`config.mk`:
```
export PLATFORM = sky130hd
export DESIGN_NAME = multicycle_control_fsm
export DESIGN_NICKNAME = d
export VERILOG_FILES = /design/src/rtl/multicycle_control_fsm.sv
export SDC_FILE = /design/constraint.sdc
export NUM_CORES = 1
export LEC_CHECK = 0
export CAP_MARGIN = 20
export CORE_MARGIN = 3
export CORE_UTILIZATION = 51
export CTS_CLUSTER_SIZE = 40
export DETAILED_ROUTE_END_ITERATION = 8
export GPL_TIMING_DRIVEN = 0
export PLACE_DENSITY = 0.81
export RECOVER_POWER = 50
export SLEW_MARGIN = 0
export SYNTH_ARGS = -nofsm -noshare
export SYNTH_HDL_FRONTEND = slang
export SYNTH_SLANG_ARGS = --single-unit
```
`constraint.sdc`:
```
create_clock -name clk -period 3 [get_ports clk]
set_input_delay 0.6 -clock clk [delete_from_list [all_inputs] [get_ports clk]]
set_output_delay 0.6 -clock clk [all_outputs]
set_load 0.005 [all_outputs]
```
`src/rtl/multicycle_control_fsm.sv`:
```
// multicycle_control_fsm
//   Moore control FSM for the 16-bit multi-cycle datapath. It decodes the
//   opcode in IR[15:12] and sequences FETCH/DECODE/EXEC/MEM/WB. It drives
//   the ALU operand selects, the ALU operation, the PC source and every
//   write enable. Branches are resolved from the ALU Zero/negative flags.
//   Memory states stall on input_mem_ready and give up after MEM_TIMEOUT
//   wait cycles.
//   Optional feature: define CTRL_ILLEGAL_TRAP_EN to halt on opcodes 7-E.
//   Without it, opcodes 7-E retire as NOPs.
module multicycle_control_fsm #(
    parameter int INSTR_W     = 16,
    parameter int CNT_W       = 16,
    parameter int MEM_TIMEOUT = 255
) (
    input  logic               clk,
    input  logic               reset,
    input  logic [INSTR_W-1:0] input_instr,
    input  logic               input_Zero,
    input  logic               input_negative,
    input  logic               input_mem_ready,
    output logic               output_PCWrite,
    output logic               output_IRWrite,
    output logic               output_IorD,
    output logic               output_MemRead,
    output logic               output_MemWrite,
    output logic               output_RegWrite,
    output logic               output_MemtoReg,
    output logic [1:0]         output_ALUSrcA,
    output logic [1:0]         output_ALUSrcB,
    output logic [2:0]         output_ALUOp,
    output logic               output_PCSrc,
    output logic               output_halted,
    output logic               output_illegal,
    output logic               output_mem_err,
    output logic [CNT_W-1:0]   output_instr_count
);

    localparam int WAIT_W = $clog2(MEM_TIMEOUT + 1);
    // Value of the wait counter on the last wait cycle before a timeout.
    localparam logic [WAIT_W-1:0] WAIT_LAST = WAIT_W'(MEM_TIMEOUT - 1);

    localparam logic [3:0] OP_RTYPE = 4'h0;
    localparam logic [3:0] OP_ADDI  = 4'h1;
    localparam logic [3:0] OP_LW    = 4'h2;
    localparam logic [3:0] OP_SW    = 4'h3;
    localparam logic [3:0] OP_BEQ   = 4'h4;
    localparam logic [3:0] OP_BLT   = 4'h5;
    localparam logic [3:0] OP_JMP   = 4'h6;
    localparam logic [3:0] OP_HALT  = 4'hF;

    localparam logic [1:0] SRC_A_REG = 2'd2;
    localparam logic [1:0] SRC_B_TWO = 2'd1;
    localparam logic [1:0] SRC_B_IMM = 2'd2;
    localparam logic [2:0] ALU_SUB   = 3'd1;

    typedef enum logic [3:0] {
        S_FETCH, S_DECODE, S_EXEC_R, S_EXEC_I, S_ALU_WB, S_MEM_ADDR,
        S_MEM_RD, S_MEM_WB, S_MEM_WR, S_BRANCH, S_JUMP, S_HALT
    } state_t;

    // Control outputs that depend only on the state.
    typedef struct packed {
        logic       mem_read;
        logic       mem_write;
        logic       ior_d;
        logic       reg_write;
        logic       mem_to_reg;
        logic       pc_src;
        logic       halted;
        logic [1:0] alu_src_a;
        logic [1:0] alu_src_b;
        logic [2:0] alu_op;
    } ctrl_t;

    state_t            state, state_next;
    ctrl_t             ctrl_q;
    logic [WAIT_W-1:0] wait_cnt;
    logic [CNT_W-1:0]  instr_count;
    logic              illegal_q, mem_err_q, branch_lt;
    logic              mem_wait, timeout, retire, trap;
    logic [3:0]        opcode;
    logic [2:0]        funct;
    logic              unused_instr_bits;

    assign opcode            = input_instr[INSTR_W-1 -: 4];
    assign funct             = input_instr[2:0];
    assign unused_instr_bits = ^input_instr[INSTR_W-5:3];

    // State-only control word for a given state.
    function automatic ctrl_t ctrl_for(input state_t s, input logic [2:0] f);
        ctrl_t c;
        c = '0;
        case (s)
            S_FETCH:  begin c.mem_read = 1'b1; c.alu_src_b = SRC_B_TWO; end
            S_DECODE: c.alu_src_b = SRC_B_IMM;
            S_EXEC_R: begin c.alu_src_a = SRC_A_REG; c.alu_op = f; end
            S_EXEC_I, S_MEM_ADDR: begin
                c.alu_src_a = SRC_A_REG;
                c.alu_src_b = SRC_B_IMM;
            end
            S_ALU_WB: c.reg_write = 1'b1;
            S_MEM_RD: begin c.mem_read = 1'b1; c.ior_d = 1'b1; end
            S_MEM_WB: begin c.reg_write = 1'b1; c.mem_to_reg = 1'b1; end
            S_MEM_WR: begin c.mem_write = 1'b1; c.ior_d = 1'b1; end
            S_BRANCH: begin
                c.alu_src_a = SRC_A_REG;
                c.alu_op    = ALU_SUB;
                c.pc_src    = 1'b1;
            end
            S_JUMP:   c.pc_src = 1'b1;
            S_HALT:   c.halted = 1'b1;
            default:  ;
        endcase
        return c;
    endfunction

    // Next-state selection, retire strobe and memory timeout detection.
    always_comb begin
        // NOTE: every signal gets a default first, so no path can leave one unassigned and infer a latch.
        state_next = state;
        retire     = 1'b0;
        trap       = 1'b0;
        mem_wait   = (state == S_FETCH) || (state == S_MEM_RD) || (state == S_MEM_WR);
        timeout    = mem_wait && !input_mem_ready && (wait_cnt == WAIT_LAST);
        case (state)
            S_FETCH:    if (input_mem_ready) state_next = S_DECODE;
            S_DECODE: begin
                case (opcode)
                    OP_RTYPE:      state_next = S_EXEC_R;
                    OP_ADDI:       state_next = S_EXEC_I;
                    OP_LW, OP_SW:  state_next = S_MEM_ADDR;
                    OP_BEQ, OP_BLT: state_next = S_BRANCH;
                    OP_JMP:        state_next = S_JUMP;
                    OP_HALT:       state_next = S_HALT;
                    default: begin
`ifdef CTRL_ILLEGAL_TRAP_EN
                        state_next = S_HALT;
                        trap       = 1'b1;
`else
                        state_next = S_FETCH;
                        retire     = 1'b1;
`endif
                    end
                endcase
            end
            S_EXEC_R, S_EXEC_I: state_next = S_ALU_WB;
            S_ALU_WB:   begin state_next = S_FETCH; retire = 1'b1; end
            S_MEM_ADDR: state_next = (opcode == OP_LW) ? S_MEM_RD : S_MEM_WR;
            S_MEM_RD:   if (input_mem_ready) state_next = S_MEM_WB;
            S_MEM_WB:   begin state_next = S_FETCH; retire = 1'b1; end
            S_MEM_WR:   if (input_mem_ready) begin state_next = S_FETCH; retire = 1'b1; end
            S_BRANCH, S_JUMP: begin state_next = S_FETCH; retire = 1'b1; end
            default:    state_next = S_HALT;
        endcase
        // A ready on the timeout cycle wins, because timeout requires ready low.
        if (timeout) state_next = S_HALT;
    end

    // State register, registered control word, counters and sticky flags.
    always_ff @(posedge clk or posedge reset) begin
        if (reset) begin
            state       <= S_FETCH;
            ctrl_q      <= ctrl_for(S_FETCH, 3'd0);
            wait_cnt    <= '0;
            instr_count <= '0;
            illegal_q   <= 1'b0;
            mem_err_q   <= 1'b0;
            branch_lt   <= 1'b0;
        end else begin
            // NOTE: sequential state uses non-blocking assignments so every register samples pre-edge values.
            state  <= state_next;
            ctrl_q <= ctrl_for(state_next, funct);
            if (state_next != state)
                wait_cnt <= '0;
            else if (mem_wait && !input_mem_ready)
                wait_cnt <= wait_cnt + WAIT_W'(1);
            if (retire)  instr_count <= instr_count + CNT_W'(1);
            if (timeout) mem_err_q   <= 1'b1;
            if (trap)    illegal_q   <= 1'b1;
            if (state == S_DECODE) branch_lt <= (opcode == OP_BLT);
        end
    end

    // The enables that depend on same-cycle inputs are combinational.
    // Every enable and select is forced to 0 while reset is high.
    assign output_PCWrite = !reset && (((state == S_FETCH) && input_mem_ready) ||
                                       (state == S_JUMP) ||
                                       ((state == S_BRANCH) &&
                                        (branch_lt ? input_negative : input_Zero)));
    assign output_IRWrite = !reset && (state == S_FETCH) && input_mem_ready;

    assign output_MemRead     = !reset && ctrl_q.mem_read;
    assign output_MemWrite    = !reset && ctrl_q.mem_write;
    assign output_IorD        = !reset && ctrl_q.ior_d;
    assign output_RegWrite    = !reset && ctrl_q.reg_write;
    assign output_MemtoReg    = !reset && ctrl_q.mem_to_reg;
    assign output_PCSrc       = !reset && ctrl_q.pc_src;
    assign output_halted      = !reset && ctrl_q.halted;
    assign output_ALUSrcA     = reset ? 2'd0 : ctrl_q.alu_src_a;
    assign output_ALUSrcB     = reset ? 2'd0 : ctrl_q.alu_src_b;
    assign output_ALUOp       = reset ? 3'd0 : ctrl_q.alu_op;
    assign output_illegal     = illegal_q;
    assign output_mem_err     = mem_err_q;
    assign output_instr_count = instr_count;

endmodule

```
==> results.md, run 1 <==
* I/O Pins at 55
* Number of max-cap violations at 1
* Clock transition at the registers of the reported paths at 0.08 ns
* Worst skew pair latency at 0.30 ns
* GPL Wtd Cong at 0.875
* Mapped cell area at 2490 um^2
* Nature of the critical path startpoint: input pin
* Int Power at 0.767 mW
* Combinational share of power at 5.5%
* RSZ-0062 raised after global routing: no
* Vias at 2,000
* Total Power at 1.00 mW
* Distinct cells, synth at 55
* Failing checks: capacitance limit, slew limit
* Fin. Hold Viols at 0
* Min Tclk post-route at 2.77 ns
* DR vias/cell at 5.38
* Status: finished, violations left
* Most used DFF post-synth: dfrtp_1
* Number of global-route vias before repair at 1,909
* Core area at 4530 um^2
* Die height at 75.9 um
* P per Cell Area at 324 nW/um^2
* Layout cells sized above 1 at 13.0%
* Min-Delay Path Class: flip-flop to flip-flop
* Flop pwr share at 57.9%
* Final setup fails at 0
* Clock share of power at 36.6%
* First-pass GRT wire length at 9030 um
* Hold bufs inserted after CTS at 0
* P_leak at 1.45 nW
* Count of pins over their slew limit at 44
* Synth Warn # at 0
* Router iterations before antenna repair at 4
* Fillers at 364
* DRC viols at 0
* #FFs+latches synth at 43
* WL final at 5270 um
* Hold path cells at 1
* Reg2Reg Depth at 8
* Crit path DAT at 2.17 ns
* CTS sink count at 43
* CTS root buffer: clkbuf_8
* CP required at 2.40 ns
* Routed length per placed instance at 14.2 um
* Mapped Cells at 256
* ANT cells at 0
* Post-synth EDFFs at 0
* Ys async rst share at 100%
* Setup total negative slack at 0 ns
* Register Area at 1080 um^2
* Mapped Avg Cell Area at 9.74 um^2
* Final setup margin at 0.229 ns
* Initial core utilization at 55.0%
* Clock tree from TritonCTS: built
* Fmax achieved at 0.361 GHz
* Row Count at 24
* Overall Global Routing Usage at 19.2%
* Port bufs at 42
* Initial antenna violation count at 0
* Area of the multi-input gates at 1280 um^2
* HPWL after DPL at 3810 um
* Worst slack, placed at 0.0284 ns
* Area delta synth->final at 23.6%
* Number of setup buffers added after CTS at 0
* Slowest CP cell: clkdlybuf4s50_1
* H-tree levels at 2
* Slew margin rel. at -4.05%
* Switching Share at 23.3%
* Worst-Margin Slew at 1.56 ns
* Crit Path Category: input pin to output pin
* Final setup skew at 0.00886 ns
* Ratio of final minimum period to clock period at 92.4%
* Full die area at 5760 um^2
* Switching power at 0.233 mW
* Total CTS buffers at 5
* Antenna-violating nets left at 0
* Initial DRC count at 96
* Maximum vdd drop at 0.196 mV
* Gr ovfl total at 0
* Register area share after synthesis at 43.3%
* Final #Nets at 330
* Most frequent CP cell: clkdlybuf4s50_1
* Crit-path cells: clkdlybuf4s50_1 -> mux2_2 -> a21oi_1 -> nor4_1 -> or2_2 -> clkdlybuf4s50_1
* Die X at 75.9 um
* Clk buf depth at 2
* Slowest stage delay, CP at 0.44 ns
* Largest net degree at the start of global routing at 44
* CP max FO at 1
* Post-cts resize count at 0
* CP endpoint kind: output pin
## metal layers
| layer | up-vias | wire (um) | GRT usage (%) |
|---|---|---|---|
| met5 | - | 0 | 0 |
| met4 | 0 | 56 | 5.07 |
| met3 | 7 | 268 | 4.03 |
| met2 | 68 | 2580 | 32.4 |
| met1 | 941 | 2360 | 25.2 |
| li1 | 984 | - | - |
## Yosys cell counts (3+ instances only)
| cell | count | area (um^2) |
|---|---|---|
| clkbuf_1 | 3 | 11.3 |
| or3_1 | 3 | 18.8 |
| nor2b_1 | 17 | 106 |
| buf_4 | 4 | 30.0 |
| mux2_2 | 3 | 33.8 |
| xnor2_1 | 5 | 43.8 |
| nand3_1 | 13 | 65.1 |
| xor2_1 | 19 | 166 |
| buf_2 | 5 | 25.0 |
| o211ai_1 | 3 | 22.5 |
| a21oi_1 | 15 | 75.1 |
| and3_1 | 9 | 56.3 |
| nand3b_1 | 3 | 22.5 |
| inv_1 | 9 | 33.8 |
| nor2_1 | 12 | 45.0 |
| dfrtp_1 | 41 | 1030 |
| and2_1 | 5 | 31.3 |
| nand2_1 | 19 | 71.3 |
| buf_6 | 3 | 33.8 |
| a21boi_1 | 3 | 22.5 |
| nor3_1 | 10 | 50.1 |
| or2_2 | 5 | 31.3 |
| ha_1 | 3 | 37.5 |
| a211oi_1 | 6 | 45.0 |
| o21ai_0 | 3 | 15.0 |
## kinds of logic (layout without fill, tap and decap cells)
group,after synthesis,in the layout,share of synthesized area [%]
xor+xnor,24,24,8.43
simple gates,106,106,23.9
flops,43,43,43.3
compound gates,49,49,15.2
fa+ha+maj,3,3,1.51
buf+inv,26,76,5.67
other cells,1,2,0.150
mux,4,4,1.81
## registers in the layout (all words and copies together), names as in the netlist
name,cells
state,4
wait_cnt,8
output_mem_err,1
ctrl_q,13
output_instr_count,16
branch_lt,1
## path summary, 6_finish.rpt
path                                  end  slack, ns            from
max                        output_PCWrite       0.23  input_negative
min                        output_mem_err       0.46  output_mem_err
max reg2reg                    ctrl_q[10]       0.60        state[3]
min reg2reg                output_mem_err       0.46  output_mem_err
max in group asynchronous     wait_cnt[3]       0.48           reset
min in group asynchronous       ctrl_q[7]       1.61           reset
## critical path, delay by kind of cell
family | cells | cell delay (ns)
buf+inv | 2 | 0.84
simple gates | 2 | 0.32
mux | 1 | 0.26
compound gates | 1 | 0.14
## final cells by class
class,count,area share (%)
Buffer,17,3.45
Sequential cell,43,35.0
Multi-Input combinational cell,188,41.4
Tap cell,65,2.64
Clock inverter,2,0.406
Clock buffer,6,2.35
Inverter,9,1.10
Timing Repair Buffer,42,13.6
## metrics by stage
stage	cell area [um^2]	hold slack [ns]	cells	utilization (%)
floorplan	2500	0.452	257	-
global placement	3000	0.455	364	66.1
detailed placement	3000	0.457	364	66.1
CTS	3080	0.475	372	68.0
global route	3080	0.492	372	68.0
finish	3080	0.463	372	68.0
## cells in the final DEF (no fill, tap or decap), types with 4 or more instances in the layout
cell type,instances
xnor2_1,5
buf_2,4
nor3_1,10
dfrtp_1,41
a211oi_1,6
or2_2,5
inv_1,9
nor2b_1,17
nand2_1,19
xor2_1,19
clkdlybuf4s50_1,24
dlygate4sd3_1,18
nor2_1,12
clkbuf_1,5
a21oi_1,15
and2_1,5
clkbuf_8,5
and3_1,9
nand3_1,13
buf_4,4
## power groups by stage
stage                     Sequential (mW)  Combinational, mW  Clock [mW]
after floorplan                     0.591             0.0317           0
after global placement              0.591             0.0543           0
after detailed placement            0.591             0.0553           0
after CTS                           0.579             0.0559       0.372
after global routing                0.579             0.0605       0.400
final                               0.579             0.0545       0.366
Power figures use the tool's default switching activity.
==> inputs of run 2 (changes only) <==
HOLD_SLACK_MARGIN = 0.02   (was unset)
==> results of run 2 <==
The final DEF is identical to that of run 1; final timing and power are the same.
==> inputs of run 3 (changes only) <==
ABC_CLOCK_PERIOD_IN_PS = 3000   (was unset)
CORE_MARGIN = 1   (was 3)
==> run 3 against run 2 <==
  * The run ends with DRC, capacitance limit, slew limit left
  * Sequential share of layout area about the same
  * Wire length decreased by 5.9%
  * Power increased by 0.32%
  * Sequential power about the same
  * Cell area increased by 0.12%
  * Core utilization decreased by 2.6 points
==> results.md, run 3 (synthesized netlist as in run 1, its figures left out) <==
* Core area at 4720 um^2 (was 4530 um^2)
* Antenna-violating nets left at 0 (unchanged)
* WL final at 4950 um (was 5270 um)
* Bufs and invs on worst path at 3 (was 2)
* DRC viols at 2 (was 0)
* Max reg flops at 16 (unchanged)
* Total CTS buffers at 5 (unchanged)
* Reg2Reg Depth at 8 (unchanged)
* Initial core utilization at 52.8% (was 55.0%)
* CTS sink count at 43 (unchanged)
* Total Power at 1.00 mW (about the same)
* Slowest stage delay, CP at 0.69 ns (was 0.44 ns)
* CP max FO at 10 (was 1)
* Post-DP Area at 3000 um^2 (about the same)
* Port bufs at 42 (unchanged)
* Post-cts resize count at 0 (unchanged)
* Final setup skew at 0.00881 ns (was 0.00886 ns)
* Clk buf depth at 2 (unchanged)
* Hold path cells at 1 (unchanged)
* DR vias/cell at 5.30 (was 5.38)
* Reg2reg start: state[3] (unchanged)
* RSZ-0062 raised after global routing: no (unchanged)
* Post-route cell area at 3090 um^2 (was 3080 um^2)
* Routed length per placed instance at 13.2 um (was 14.2 um)
* Number of global-route vias before repair at 1,861 (was 1,909)
* Layout cells sized above 1 at 13.4% (was 13.0%)
* Final #Nets at 330 (unchanged)
* GPL Wtd Cong at 0.880 (was 0.875)
* Die height at 71.9 um (was 75.9 um)
* I/O Pins at 55 (unchanged)
* Number of max-cap violations at 1 (unchanged)
* Area delta synth->final at 23.8% (was 23.6%)
* Min-Delay Path Class: flip-flop to flip-flop (unchanged)
* P per Cell Area at 325 nW/um^2 (was 324 nW/um^2)
* Fin. Hold Viols at 0 (unchanged)
* Row Count at 25 (was 24)
* Min Tclk post-route at 2.79 ns (was 2.77 ns)
* Initial antenna violation count at 0 (unchanged)
* P_leak at 1.45 nW (about the same)
* Final setup fails at 0 (unchanged)
* Nature of the critical path startpoint: input pin (unchanged)
* Critical path's top delay family: buffers and inverters (unchanged)
* Failing checks: DRC, capacitance limit, slew limit (was capacitance limit, slew limit)
* Overall Global Routing Usage at 21.2% (was 19.2%)
* CP endpoint kind: output pin (unchanged)
* Slew margin rel. at -5.49% (was -4.05%)
* Ratio of final minimum period to clock period at 93.0% (was 92.4%)
* Vias at 1,984 (was 2,000)
* Commonest non-fill, non-tap cell in the layout: dfrtp_1 (unchanged)
* CP required at 2.40 ns (about the same)
* Full die area at 5170 um^2 (was 5760 um^2)
* Status: finished, violations left (unchanged)
* Placed Cells incl. Taps at 366 (was 364)
* Crit-path cells: dlygate4sd3_1 -> clkbuf_1 -> nor2b_1 -> clkdlybuf4s50_1 (was clkdlybuf4s50_1 -> mux2_2 -> a21oi_1 -> nor4_1 -> or2_2 -> clkdlybuf4s50_1)
* Crit Path Category: input pin to output pin (unchanged)
* WHS Endpoint: output_instr_count[15] (was output_mem_err)
* Largest net degree at the start of global routing at 44 (unchanged)
* Crit path DAT at 2.19 ns (was 2.17 ns)
* CTS root buffer: clkbuf_8 (unchanged)
* R2r setup slk at 0.60 ns (about the same)
* Maximum vdd drop at 0.203 mV (was 0.196 mV)
* Clock transition at the registers of the reported paths at 0.08 ns (about the same)
* Slowest CP cell: dlygate4sd3_1 (was clkdlybuf4s50_1)
* Reg2Reg Capture Point: ctrl_q[10] (unchanged)
* Count of pins over their slew limit at 44 (unchanged)
* Setup total negative slack at 0 ns (unchanged)
* Hold WS at 0.464 ns (was 0.463 ns)
* Clock tree from TritonCTS: built (unchanged)
* Die X at 71.9 um (was 75.9 um)
* Worst-Margin Slew at 1.58 ns (was 1.56 ns)
* Gr ovfl total at 0 (unchanged)
* WP depth at 4 (was 6)
* Most frequent cells in the layout: dfrtp_1, clkdlybuf4s50_1, nand2_1, xor2_1, dlygate4sd3_1 (unchanged)
* Fmax achieved at 0.358 GHz (was 0.361 GHz)
* Hold bufs inserted after CTS at 0 (unchanged)
* ANT cells at 0 (unchanged)
* First-pass GRT wire length at 8530 um (was 9030 um)
* Initial DRC count at 132 (was 96)
* Critical hold path startpoint: output_instr_count[15] (was output_mem_err)
* Worst skew pair latency at 0.30 ns (about the same)
* HPWL after DPL at 3490 um (was 3810 um)
* Non-Filler Instances at 374 (was 372)
* H-tree levels at 2 (unchanged)
* Router iterations before antenna repair at 6 (was 4)
* Number of setup buffers added after CTS at 0 (unchanged)
run 3: cell count changes in the layout (fill, tap and decap cells not counted):
cell / previous run / this run
buf_2: 4 / 5
clkbuf_1: 5 / 4
run 3: stage by stage:
step / util [%] / setup WS, ns
after floorplan: - / 0.740
after global placement: 63.5 / 0.0789
after detailed placement: 63.5 / 0.0305
after CTS: 65.3 / 0.231
after global routing: 65.3 / 0.0673
final: 65.3 / 0.209
run 3: layer usage:
layer / routed length [um] / track usage, % / vias up
met5: 0 / 0 / -
met4: 63 / 7.19 / 0
met3: 233 / 4.44 / 6
met2: 2370 / 32.8 / 59
met1: 2290 / 29.8 / 933
li1: - / - / 986
run 3: report_power, final:
group          internal (mW)  switching (mW)
registers              0.579               0
clock network          0.163           0.207
logic                 0.0249          0.0293
run 3: layout make-up:
cell class / instances / area (um^2)
inverter: 9 / 33.8
fill: 370 / 1640
sequential: 43 / 1080
buffer: 17 / 108
clock inverter: 2 / 12.5
timing repair buffer: 42 / 420
clock buffer: 6 / 72.6
tap: 67 / 83.8
multi-input combinational: 188 / 1280
run 3: worst max-delay path by stage:
stage	from	end
floorplan	input_instr[12]	output_instr_count[15]
global placement	input_instr[13]	output_instr_count[15]
detailed placement	input_instr[13]	wait_cnt[1]
CTS	input_negative	output_PCWrite
global route	reset	state[3]
finish	reset	output_MemtoReg
